==> src/rtl/step_input_pkg.sv <==
// Shared constants for the step/KEY input conditioner: event field layout and
// default parameter values.
package step_input_pkg;

   localparam int unsigned NUM_KEYS  = 4;
   localparam int unsigned KEY_IDX_W = 2;
   localparam int unsigned DEB_CNT_W = 20;

   localparam int unsigned DEF_DEBOUNCE_CYCLES = 250000;
   localparam int unsigned DEF_FIFO_DEPTH      = 8;
   localparam int unsigned DEF_TS_WIDTH        = 24;

   // Event word: {key_idx, pressed, timestamp}, timestamp in the low bits.
   localparam int unsigned TS_LSB      = 0;
   localparam int unsigned PRESSED_BIT = TS_LSB + DEF_TS_WIDTH;
   localparam int unsigned KEY_IDX_LSB = PRESSED_BIT + 1;

   function automatic int unsigned evt_width(input int unsigned ts_w);
      return KEY_IDX_W + 1 + ts_w;
   endfunction

endpackage

==> src/rtl/step_debounce.sv <==
// One key: 2-flop synchronizer followed by a stable-level debounce counter.
// update_c is high in the cycle before key_clean_n takes the new level.
module step_debounce
   import step_input_pkg::*;
#(
   parameter int unsigned DEBOUNCE_CYCLES = DEF_DEBOUNCE_CYCLES
) (
   input  logic clk,
   input  logic rst,
   input  logic key_n_raw,
   output logic key_clean_n,
   output logic update_c
);

   logic [1:0]           sync;
   logic [DEB_CNT_W-1:0] cnt;
   logic                 differ;

   assign differ   = sync[1] != key_clean_n;
   assign update_c = differ && (cnt == DEB_CNT_W'(DEBOUNCE_CYCLES - 1));

   always_ff @(posedge clk or posedge rst) begin
      if (rst) begin
         sync        <= 2'b11;
         cnt         <= '0;
         key_clean_n <= 1'b1;
      end else begin
         sync <= {sync[0], key_n_raw};
         if (update_c) begin
            key_clean_n <= sync[1];
            cnt         <= '0;
         end else if (differ) begin
            cnt <= cnt + DEB_CNT_W'(1);
         end else begin
            cnt <= '0;
         end
      end
   end

endmodule

==> src/rtl/step_input_conditioner.sv <==
// Debounced step/KEY inputs with timestamped press/release events queued in a
// first-word-fall-through FIFO and a sticky overflow flag.
module step_input_conditioner
   import step_input_pkg::*;
#(
   parameter int unsigned DEBOUNCE_CYCLES = DEF_DEBOUNCE_CYCLES,
   parameter int unsigned FIFO_DEPTH      = DEF_FIFO_DEPTH,
   parameter int unsigned TS_WIDTH        = DEF_TS_WIDTH
) (
   input  logic                clk_clk,
   input  logic                reset_reset,
   input  logic [NUM_KEYS-1:0] key_n_raw,
   output logic [NUM_KEYS-1:0] key_clean_n,
   output logic                evt_valid,
   input  logic                evt_ready,
   output logic [TS_WIDTH+2:0] evt_data,
   output logic                evt_overflow,
   input  logic                overflow_clear,
   input  logic                ts_clear
);

   localparam int unsigned EVT_W = evt_width(TS_WIDTH);
   localparam int unsigned PTR_W = $clog2(FIFO_DEPTH);
   localparam int unsigned CNT_W = PTR_W + 1;

   logic [NUM_KEYS-1:0]  upd;
   logic [TS_WIDTH-1:0]  ts;
   logic [TS_WIDTH-1:0]  ts_next;
   logic [NUM_KEYS-1:0]  pending;
   logic [NUM_KEYS-1:0]  pend_pressed;
   logic [TS_WIDTH-1:0]  pend_ts [NUM_KEYS];
   logic [NUM_KEYS-1:0]  grant;
   logic                 wr_req;
   logic [KEY_IDX_W-1:0] wr_idx;
   logic [EVT_W-1:0]     wr_data;

   logic [EVT_W-1:0]     mem [FIFO_DEPTH];
   logic [PTR_W-1:0]     wr_ptr;
   logic [PTR_W-1:0]     rd_ptr;
   logic [PTR_W-1:0]     rd_ptr_next;
   logic [CNT_W-1:0]     count;
   logic [CNT_W-1:0]     count_next;
   logic [EVT_W-1:0]     head_next;
   logic                 full;
   logic                 pop;
   logic                 push;
   logic                 drop;

   for (genvar k = 0; k < NUM_KEYS; k++) begin : g_key
      step_debounce #(
         .DEBOUNCE_CYCLES(DEBOUNCE_CYCLES)
      ) u_debounce (
         .clk         (clk_clk),
         .rst         (reset_reset),
         .key_n_raw   (key_n_raw[k]),
         .key_clean_n (key_clean_n[k]),
         .update_c    (upd[k])
      );
   end

   // Free-running timestamp; events capture the value seen in the change cycle.
   assign ts_next = ts_clear ? '0 : ts + TS_WIDTH'(1);

   always_ff @(posedge clk_clk or posedge reset_reset) begin
      if (reset_reset) begin
         ts <= '0;
      end else begin
         ts <= ts_next;
      end
   end

   // Pending flags: a new change wins over the grant clearing the same key.
   always_ff @(posedge clk_clk or posedge reset_reset) begin
      if (reset_reset) begin
         pending      <= '0;
         pend_pressed <= '0;
         for (int k = 0; k < NUM_KEYS; k++) begin
            pend_ts[k] <= '0;
         end
      end else begin
         pending <= upd | (pending & ~grant);
         for (int k = 0; k < NUM_KEYS; k++) begin
            if (upd[k]) begin
               pend_ts[k]      <= ts_next;
               pend_pressed[k] <= key_clean_n[k];
            end
         end
      end
   end

   // Lowest-index pending key gets the single FIFO write slot.
   always_comb begin
      grant  = '0;
      wr_req = 1'b0;
      wr_idx = '0;
      for (int k = 0; k < NUM_KEYS; k++) begin
         if (pending[k] && !wr_req) begin
            grant[k] = 1'b1;
            wr_req   = 1'b1;
            wr_idx   = KEY_IDX_W'(k);
         end
      end
   end

   always_comb begin
      wr_data = '0;
      wr_data[TS_LSB +: TS_WIDTH]              = pend_ts[wr_idx];
      wr_data[TS_LSB + TS_WIDTH]               = pend_pressed[wr_idx];
      wr_data[TS_LSB + TS_WIDTH + 1 +: KEY_IDX_W] = wr_idx;
   end

   assign full        = count == CNT_W'(FIFO_DEPTH);
   assign pop         = evt_valid && evt_ready;
   assign push        = wr_req && (!full || pop);
   assign drop        = wr_req && full && !pop;
   assign count_next  = count + CNT_W'(push) - CNT_W'(pop);
   assign rd_ptr_next = pop ? rd_ptr + PTR_W'(1) : rd_ptr;

   // The head register is loaded with whatever will sit at the read pointer,
   // bypassing the array when the write lands in the head slot.
   assign head_next = (push && (wr_ptr == rd_ptr_next)) ? wr_data : mem[rd_ptr_next];

   always_ff @(posedge clk_clk or posedge reset_reset) begin
      if (reset_reset) begin
         for (int i = 0; i < FIFO_DEPTH; i++) begin
            mem[i] <= '0;
         end
         wr_ptr       <= '0;
         rd_ptr       <= '0;
         count        <= '0;
         evt_valid    <= 1'b0;
         evt_data     <= '0;
         evt_overflow <= 1'b0;
      end else begin
         if (push) begin
            mem[wr_ptr] <= wr_data;
            wr_ptr      <= wr_ptr + PTR_W'(1);
         end
         rd_ptr    <= rd_ptr_next;
         count     <= count_next;
         evt_valid <= count_next != '0;
         evt_data  <= head_next;
         if (drop) begin
            evt_overflow <= 1'b1;
         end else if (overflow_clear) begin
            evt_overflow <= 1'b0;
         end
      end
   end

endmodule

==> config.mk <==
export PLATFORM = sky130hd
export DESIGN_NAME = step_input_conditioner
export DESIGN_NICKNAME = d
export VERILOG_FILES = /design/src/rtl/step_input_pkg.sv /design/src/rtl/step_debounce.sv /design/src/rtl/step_input_conditioner.sv
export SDC_FILE = /design/constraint.sdc
export NUM_CORES = 1
export LEC_CHECK = 0
export ABC_AREA = 1
export ABC_CLOCK_PERIOD_IN_PS = 28600
export BUFFER_PORTS_ARGS = -buffer_cell sky130_fd_sc_hd__buf_2
export CORE_ASPECT_RATIO = 0.6
export CORE_UTILIZATION = 35
export DETAILED_ROUTE_END_ITERATION = 12
export PLACE_DENSITY = 0.6
export SYNTH_ARGS = -nofsm -noshare
export SYNTH_HDL_FRONTEND = slang
export SYNTH_SLANG_ARGS = --single-unit
==> constraint.sdc <==
create_clock -name clk_clk -period 28.6 [get_ports clk_clk]
set_input_delay 4.29 -clock clk_clk [delete_from_list [all_inputs] [get_ports clk_clk]]
set_output_delay 4.29 -clock clk_clk [all_outputs]
set_load 0.005 [all_outputs]
==> results.ini, run 1 <==
[layout]
areaGrowthSynthToFinish_pct = 9.758
antenna_cells = 0
stdcell_area_sq_um = 25810
regArea_sq_um = 11900
multi_input_area_sq_um = 10040
fin_util = 0.3892
fillCellCount = 6968
finalNonFillerCells = 3959
layout-drive-gt1-share = 0.06963
fin_nets = 3045

[synthesis]
syn_nets = 3085
yosysWarnings = 0
synth_enable_flop_cells = 0
yosys-top-cells-area = dfrtp_1 49%, nand2_1 17%, nand3_1 9.2%
seq_area_frac_synth = 0.5061
async_flop_share = 1.000
synth_cells = 3064
ys_ff_latch = 475
synth_top_area_share = 0.4927
synth.distinct_cells = 42
postSynthAreaPerCell_sq_um = 7.675
post-synth-top-count-cell = nand2_1
synth_top_flop_cell = dfrtp_1
synth_area_sq_um = 23520
synth_top_area_cell = dfrtp_1
synth_commonest_cells = 1,050 x nand2_1, 463 x dfrtp_1, 430 x nand3_1, 210 x inv_1, 202 x nor2_1

[routing]
routed_wl_um = 65660
avgRoutedWirePerCell_um = 16.59
drt.antenna.violating_nets = 0
vias_per_cell = 5.009
drc = 0
drt_iter0_markers = 2019
dr.pass1.iters = 5
vias = 19830

[placed_design]
placed_cells = 3876
place_ws_ns = 21.50
placed_area_sq_um = 24350
dpl.hpwl_um = 40630
gp_congestion = 0.8875
numPortBuffers = 41

[setup_path]
path_common_cell = nand2_1
worst_path_dominant_cell_family = simple AND/OR/NAND/NOR gates
cp_max_fo = 56
crit_path_start_kind = input port
cpMaxStageDelayCell = buf_4
slowest_delay_ns = 0.56
required_ns = 29.08
critical_path_arrival_ns = 6.96
end_kind = register
worstPathCellList = buf_2, nand2_2, nand2_2, buf_4, nand2_4, nand2_1, nand3_2, nor2_8, nand2_4, nand2_1, nand2_1
worstSetupPathType = input port to register
path_buf_inv = 2

[pwr]
ir_drop_v = 0.00003837
power.density_nw_per_um2 = 62.51
power_mw = 1.614
leakagePower_nw = 12.45

[global_routing]
grt_max_degree = 91
grt_pass1_wl_um = 107100
grt_busiest_layer = met1
first_global_vias = 18306
met2_usage = 0.2561
grtUsageMet3 = 0.03734
track_usage = 0.1970
use_met1 = 0.3283
grt_overflow = 0
antenna_found_initial = 4

[timing]
finalHoldWorstSlack_ns = 0.3550
fmax_mhz = 154.3
maxSlewViolCount = 0
setup_tns_ns = 0
setup_slack_ns = 22.12
max-slew-margin-rel = 0.2797
setup_viol_count_final = 0
hold_viol = 0
clock_skew_ns = 0.02900
rsz0062_at_grt = no
tightest_slew_ns = 1.079
period_share = 0.2266
layout_min_cycle_time_ns = 6.480

[die]
fp.dieW_um = 336.6
fp.dieArea_sq_um = 68260
io-pin-count = 42
rows = 73
start_util = 0.3546
core_sq_um = 66310
die_h_um = 202.8

[cts]
clock_sinks = 475
insertion_delay_ns = 0.60
cts_tree = built
post_cts_buffers = 0
hold_buffers = 0
cts_buffer_depth = 3
cts_made_buffers = 46
cts_resized = 0
htreeDepth = 2
clkTransAtPathRegs_ns = 0.06
root_buffer = clkbuf_16

[hold_path]
hp-class = register to register

[run_status]
status = completed

[flow_run]
cap_violations = 0

report_power, final:
part	total [mW]	leakage [nW]	internal (mW)	switching (mW)
logic	0.295	5.71	0.0880	0.207
clock network	0.608	0.716	0.332	0.276
registers	0.711	6.03	0.696	0.0157
total	1.61	12.4	1.12	0.498
area by class of cell:
cell class,count,share of cell area
inverter,222,0.03258
clock buffer,68,0.05134
sequential,475,0.4611
clock inverter,15,0.005332
tap,900,0.04363
multi-input combinational,2207,0.3891
timing repair buffer,72,0.01697
cell usage in the layout (no fill, tap or decap), types with 3 or more instances in the layout:
cell       synthesis  final
nand2_1         1050   1046
dfrtp_1          463    463
nand3_1          430    429
inv_1            210    208
nor2_1           202    201
o21ai_1          155    155
o21ai_0          140    140
nand3b_1          52     52
nand4_1           49     49
clkbuf_16          0     47
buf_2             87     41
buf_4             10     31
nand2_2           21     23
xor2_1            21     21
a21oi_1           16     16
nor3_1            15     15
clkbuf_1          47     14
dfstp_2           12     12
ha_1              11     11
inv_2             10     10
clkinv_2           0      8
nor3b_1            7      7
clkbuf_8           0      7
nor2_2             6      6
or2_2              6      6
nor2_4             3      4
nand2_4            1      3
o21bai_1           3      3
and3_1             3      3
clkinv_1           2      3
final timing paths:
kind	startpoint	end	slack, ns	cells after the start
min in group asynchronous	reset_reset	g_key[2].u_debounce.cnt[13]$_DFF_PP0_	3.80	2
setup reg to reg	pending[0]$_DFF_PP0_	mem[146]$_DFFE_PP0P_	24.94	11
hold / removal	g_key[3].u_debounce.sync[0]$_DFF_PP1_	g_key[3].u_debounce.sync[1]$_DFF_PP1_	0.35	0
max in group asynchronous	reset_reset	mem[1]$_DFFE_PP0P_	22.61	4
hold reg to reg	g_key[3].u_debounce.sync[0]$_DFF_PP1_	g_key[3].u_debounce.sync[1]$_DFF_PP1_	0.35	0
setup / recovery	evt_ready	evt_data[2]$_DFF_PP0_	22.12	11
metal layers:
metal  part of all wire  up-vias
met5            0.00041        -
met4              0.014        4
met3              0.075       70
met2               0.38      607
met1               0.54     9344
li1                   -     9805
sequential cells by signal, indices dropped and copies added (netlist names):
signal,count
evt_valid,1
rd_ptr,3
mem,216
pend_ts,96
g_key.u_debounce.key_clean_n,4
g_key.u_debounce.sync,8
wr_ptr,3
evt_overflow,1
count,4
g_key.u_debounce.cnt,80
ts,24
evt_data,27
pending,4
pend_pressed,4
kinds of logic after synthesis:
kind of cell / Yosys count / synth area share
xor gates and xnor gates: 23 / 0.008566
AOI/OAI and AO/OA: 322 / 0.07039
buffers and inverters: 382 / 0.06826
DFF: 475 / 0.5061
and+or+nand+nor: 1850 / 0.3400
adders and majority gates: 12 / 0.006704
No activity file was read; power rests on OpenSTA's default activity.
==> inputs of run 2 (changes only) <==
- ABC_CLOCK_PERIOD_IN_PS: 28600 -> 6800
- clock period: 28.6 -> 6.8 ns (I/O delays scaled with it)
==> results.ini, run 2 (same netlist as run 1, synthesis figures left out) <==
[run_status]
status = completed

[timing]
setup_tns_ns = 0
finalHoldWorstSlack_ns = 0.3560
layout_min_cycle_time_ns = 3.377
setup_viol_count_final = 0
hold_viol = 0
maxSlewViolCount = 0
max-slew-margin-rel = 0.2165
clock_skew_ns = 0.02902
tightest_slew_ns = 1.175
period_share = 0.4967
rsz0062_at_grt = no
fmax_mhz = 296.1

[setup_path]
worstSetupPathType = input port to register
cp_max_fo = 34
r2r_start = evt_valid$_DFF_PP0_
reg2reg_slack_ns = 3.47
r2r_cells = 10
critical_path_arrival_ns = 3.85
required_ns = 7.28
end_kind = register
r2r_end = evt_data[17]$_DFF_PP0_
crit_path_start_kind = input port

[layout]
multi_input_area_sq_um = 10040
finalNonFillerCells = 3956
largest_register = mem
layout-drive-gt1-share = 0.07035
mostFrequentLayoutCells = 1,046 x nand2_1, 463 x dfrtp_1, 429 x nand3_1, 209 x inv_1, 201 x nor2_1
fin_nets = 3041
areaGrowthSynthToFinish_pct = 10.42
reg_top3 = mem: 216 flops, pend_ts: 96 flops, g_key.u_debounce.cnt: 80 flops
final_common_cell = nand2_1
largest_reg_flops = 216
regArea_sq_um = 11900
fillCellCount = 6873
antenna_cells = 0

[placed_design]
dpl.hpwl_um = 42230
numPortBuffers = 41
gp_congestion = 0.9036
placed_cells = 3873

[cts]
cts_made_buffers = 45
htreeDepth = 2
cts_resized = 0
cts_tree = built
cts_buffer_depth = 3
insertion_delay_ns = 0.60
clkTransAtPathRegs_ns = 0.06
clock_sinks = 475
hold_buffers = 0
post_cts_buffers = 0
root_buffer = clkbuf_16

[flow_run]
cap_violations = 0

[pwr]
power.density_nw_per_um2 = 271.3
leakagePower_nw = 12.52
ir_drop_v = 0.0001808
power_mw = 7.046

[routing]
routed_wl_um = 66170
drc = 0
drt.antenna.violating_nets = 0
vias = 19885
avgRoutedWirePerCell_um = 16.73
drt_iter0_markers = 2038
vias_per_cell = 5.027
dr.pass1.iters = 6

[global_routing]
antenna_found_initial = 3
track_usage = 0.1947
grt_pass1_wl_um = 106000
first_global_vias = 18102
grt_overflow = 0
grt_max_degree = 107

[hold_path]
hp-class = register to register
hold_depth = 0
hp-start = g_key[0].u_debounce.sync[0]$_DFF_PP1_
worstHoldEndpoint = g_key[0].u_debounce.sync[1]$_DFF_PP1_

[die]
fp.dieArea_sq_um = 68260
fp.dieW_um = 336.6
io-pin-count = 42
start_util = 0.3546
die_h_um = 202.8
core_sq_um = 66310
rows = 73

[run 2: cell count changes in the layout (fill, tap and decap cells not counted), moves of 2 or more]
cell       before  now
buf_4          31   26
inv_8           2    0
clkbuf_1       14    9
bufinv_16       1    9
buf_12          0    2
clkbuf_8        7    4
clkinv_2        8   10
[run 2: where the power goes]
| group | leakage (nW) | internal, mW | switching, mW |
|---|---|---|---|
| Sequential | 6.03 | 2.92 | 0.0676 |
| Combinational | 5.70 | 0.370 | 0.874 |
| Clock | 0.794 | 1.64 | 1.17 |
| Total | 12.5 | 4.94 | 2.11 |
[run 2: per-stage QoR]
step,setup slack (ns),utilization,area (sq um)
finish,3.423,0.3916,25970
global route,3.271,0.3916,25970
CTS,3.508,0.3916,25970
detailed placement,2.899,0.3672,24350
global placement,2.969,0.3672,24350
floorplan,-0.6450,-,23520
[run 2: metal layers]
layer  global-route usage  share of wire
met4              0.02987          0.012
met1               0.3252           0.53
met2               0.2599           0.38
met3              0.03028          0.072
met5                    0              0
[run 2: critical path, cell delays in order]
cell,delay [ns]
buf_2,0.14
nand2_2,0.11
nand2_2,0.43
buf_4,0.47
nand2_4,0.20
nand2_1,0.12
nand3_2,0.11
nor2_8,0.50
nand2_4,0.43
nand2_1,0.21
nand2_1,0.07
[run 2: area by class of cell]
type                            instances  area share
Clock buffer                           59     0.04775
Clock inverter                         24     0.01465
Inverter                              222     0.03223
Multi-Input combinational cell       2207      0.3867
Sequential cell                       475      0.4583
Tap cell                              900     0.04337
Timing Repair Buffer                   69     0.01696
[run 2: how the worst max path moves through the flow]
stage | start | to | slack [ns]
after floorplan | reset_reset | count[0]$_DFF_PP0_ | -0.65
after global placement | evt_ready | evt_data[23]$_DFF_PP0_ | 2.97
after detailed placement | evt_ready | evt_data[17]$_DFF_PP0_ | 2.90
after CTS | evt_ready | evt_data[17]$_DFF_PP0_ | 3.51
after global routing | evt_valid$_DFF_PP0_ | evt_data[20]$_DFF_PP0_ | 3.27
final | evt_ready | evt_data[17]$_DFF_PP0_ | 3.42
==> inputs of run 3 (changes only) <==
- ABC_CLOCK_PERIOD_IN_PS: 6800 -> 3110
- clock period: 6.8 -> 3.11 ns (I/O delays scaled with it)
==> results.ini, run 3 (same netlist as run 1, synthesis figures left out) <==
[run_status]
status = completed

[global_routing]
grt_max_degree = 109
antenna_found_initial = 0
grt_overflow = 0
track_usage = 0.2020
first_global_vias = 18702
grt_pass1_wl_um = 109400

[die]
fp.dieArea_sq_um = 68260
rows = 73
start_util = 0.3546
fp.dieW_um = 336.6
io-pin-count = 42
die_h_um = 202.8
core_sq_um = 66310

[routing]
drt_iter0_markers = 1952
drt-met1-wl_um = 35360
vias_per_cell = 5.059
vias = 20136
top_layer_used = met4
wl_met3_um = 4991
avgRoutedWirePerCell_um = 16.99
routed_wl_um = 67630
dr_wl_met2_um = 26260
drt.antenna.violating_nets = 0
drc = 0
dr.pass1.iters = 5

[pwr]
power.internal_mw = 10.44
swShare = 0.3094
comb_power_share = 0.193
power_mw = 15.12
power.density_nw_per_um2 = 578.5
seqPwrFrac = 0.432
ir_drop_v = 0.0007133
power_switching_mw = 4.678
leakagePower_nw = 12.61
p_clk_frac = 0.375

[timing]
clock_skew_ns = 0.03711
rsz0062_at_grt = no
finalHoldWorstSlack_ns = 0.1163
fmax_mhz = 410.2
maxSlewViolCount = 0
max-slew-margin-rel = 0.2749
setup_viol_count_final = 0
period_share = 0.7840
tightest_slew_ns = 1.087
setup_tns_ns = 0
hold_viol = 0
layout_min_cycle_time_ns = 2.438

[layout]
fillCellCount = 6896
mostFrequentLayoutCells = 1,046 x nand2_1, 463 x dfrtp_1, 429 x nand3_1, 209 x inv_1, 201 x nor2_1
multi_input_area_sq_um = 10040
reg_top3 = mem: 216 flops, pend_ts: 96 flops, g_key.u_debounce.cnt: 80 flops
stdcell_area_sq_um = 26140
largest_register = mem
layout-drive-gt1-share = 0.07338
areaGrowthSynthToFinish_pct = 11.15
fin_nets = 3066
largest_reg_flops = 216
final_common_cell = nand2_1
antenna_cells = 0
regArea_sq_um = 11900

[cts]
clkTransAtPathRegs_ns = 0.07
cts_buffer_depth = 3
cts_made_buffers = 46
insertion_delay_ns = 0.61
clock_sinks = 475
htreeDepth = 2
root_buffer = clkbuf_16
cts_tree = built

[hold_path]
hp-class = input port to register
hold_depth = 2

[setup_path]
cp_max_fo = 5
worstSetupPathType = register to register
critical_path_arrival_ns = 2.92
end_kind = register
required_ns = 3.59
crit_path_start_kind = register
r2r_cells = 13

[placed_design]
dpl.hpwl_um = 42680
placed_area_sq_um = 24610
gp_congestion = 0.9324
numPortBuffers = 41

[flow_run]
cap_violations = 0

[run 3: final timing paths]
path	slack [ns]	start	to
max	0.67	pending[1]$_DFF_PP0_	evt_valid$_DFF_PP0_
min in group asynchronous	0.55	reset_reset	mem[211]$_DFFE_PP0P_
max reg2reg	0.67	pending[1]$_DFF_PP0_	evt_valid$_DFF_PP0_
max in group asynchronous	1.54	reset_reset	pend_ts[50]$_DFFE_PP0N_
min	0.12	overflow_clear	evt_overflow$_DFFE_PP0P_
min reg2reg	0.36	g_key[2].u_debounce.sync[0]$_DFF_PP1_	g_key[2].u_debounce.sync[1]$_DFF_PP1_
[run 3: power by group through the flow]
stage | clock network [mW] | registers, mW | logic, mW
6_report | 5.67 | 6.53 | 2.92
5_1_grt | 6.07 | 6.54 | 3.25
4_1_cts | 5.82 | 6.53 | 2.90
3_5_place_dp | 0 | 6.64 | 2.89
3_3_place_gp | 0 | 6.65 | 2.87
2_1_floorplan | 0 | 6.60 | 1.92
[run 3: per-stage QoR]
step / utilization / setup WS (ns) / std cells
2_1_floorplan: - / -3.782 / 3064
3_3_place_gp: 0.3712 / 0.7621 / 3892
3_5_place_dp: 0.3712 / 0.6816 / 3892
4_1_cts: 0.3942 / 0.6695 / 3980
5_1_grt: 0.3942 / 0.4625 / 3980
6_report: 0.3942 / 0.6719 / 3980
[run 3: layout make-up]
type	instances	share of cell area
Inverter	222	0.03202
Tap cell	900	0.04308
Multi-Input combinational cell	2207	0.3842
Timing Repair Buffer	93	0.02901
Clock buffer	73	0.05174
Sequential cell	475	0.4553
Clock inverter	10	0.004643
[run 3: timing repair]
item | in CTS | in global routing
hold buffers | 5 | 0
setup buffers | 0 | 0
endpoints found under the hold margin | 12 | 0
resized for setup | 0 | 0
[run 3: per-layer routing]
layer	track usage	vias to the layer above
met3	0.03887	81
met5	0	-
met2	0.2754	645
met1	0.3254	9565
li1	-	9845
met4	0.03701	0
[run 3: critical path, cell delays in order, from the launching register on]
cell and delay, ns:
dfrtp_1 0.38, inv_1 0.13, nand2_1 0.14, nor2_1 0.14
nand2_1 0.12, nand2_2 0.19, inv_1 0.12, nand2_1 0.07
nand2_1 0.06, ha_1 0.22, fa_1 0.38, xor2_1 0.16
nor3_1 0.15, nand2_1 0.07
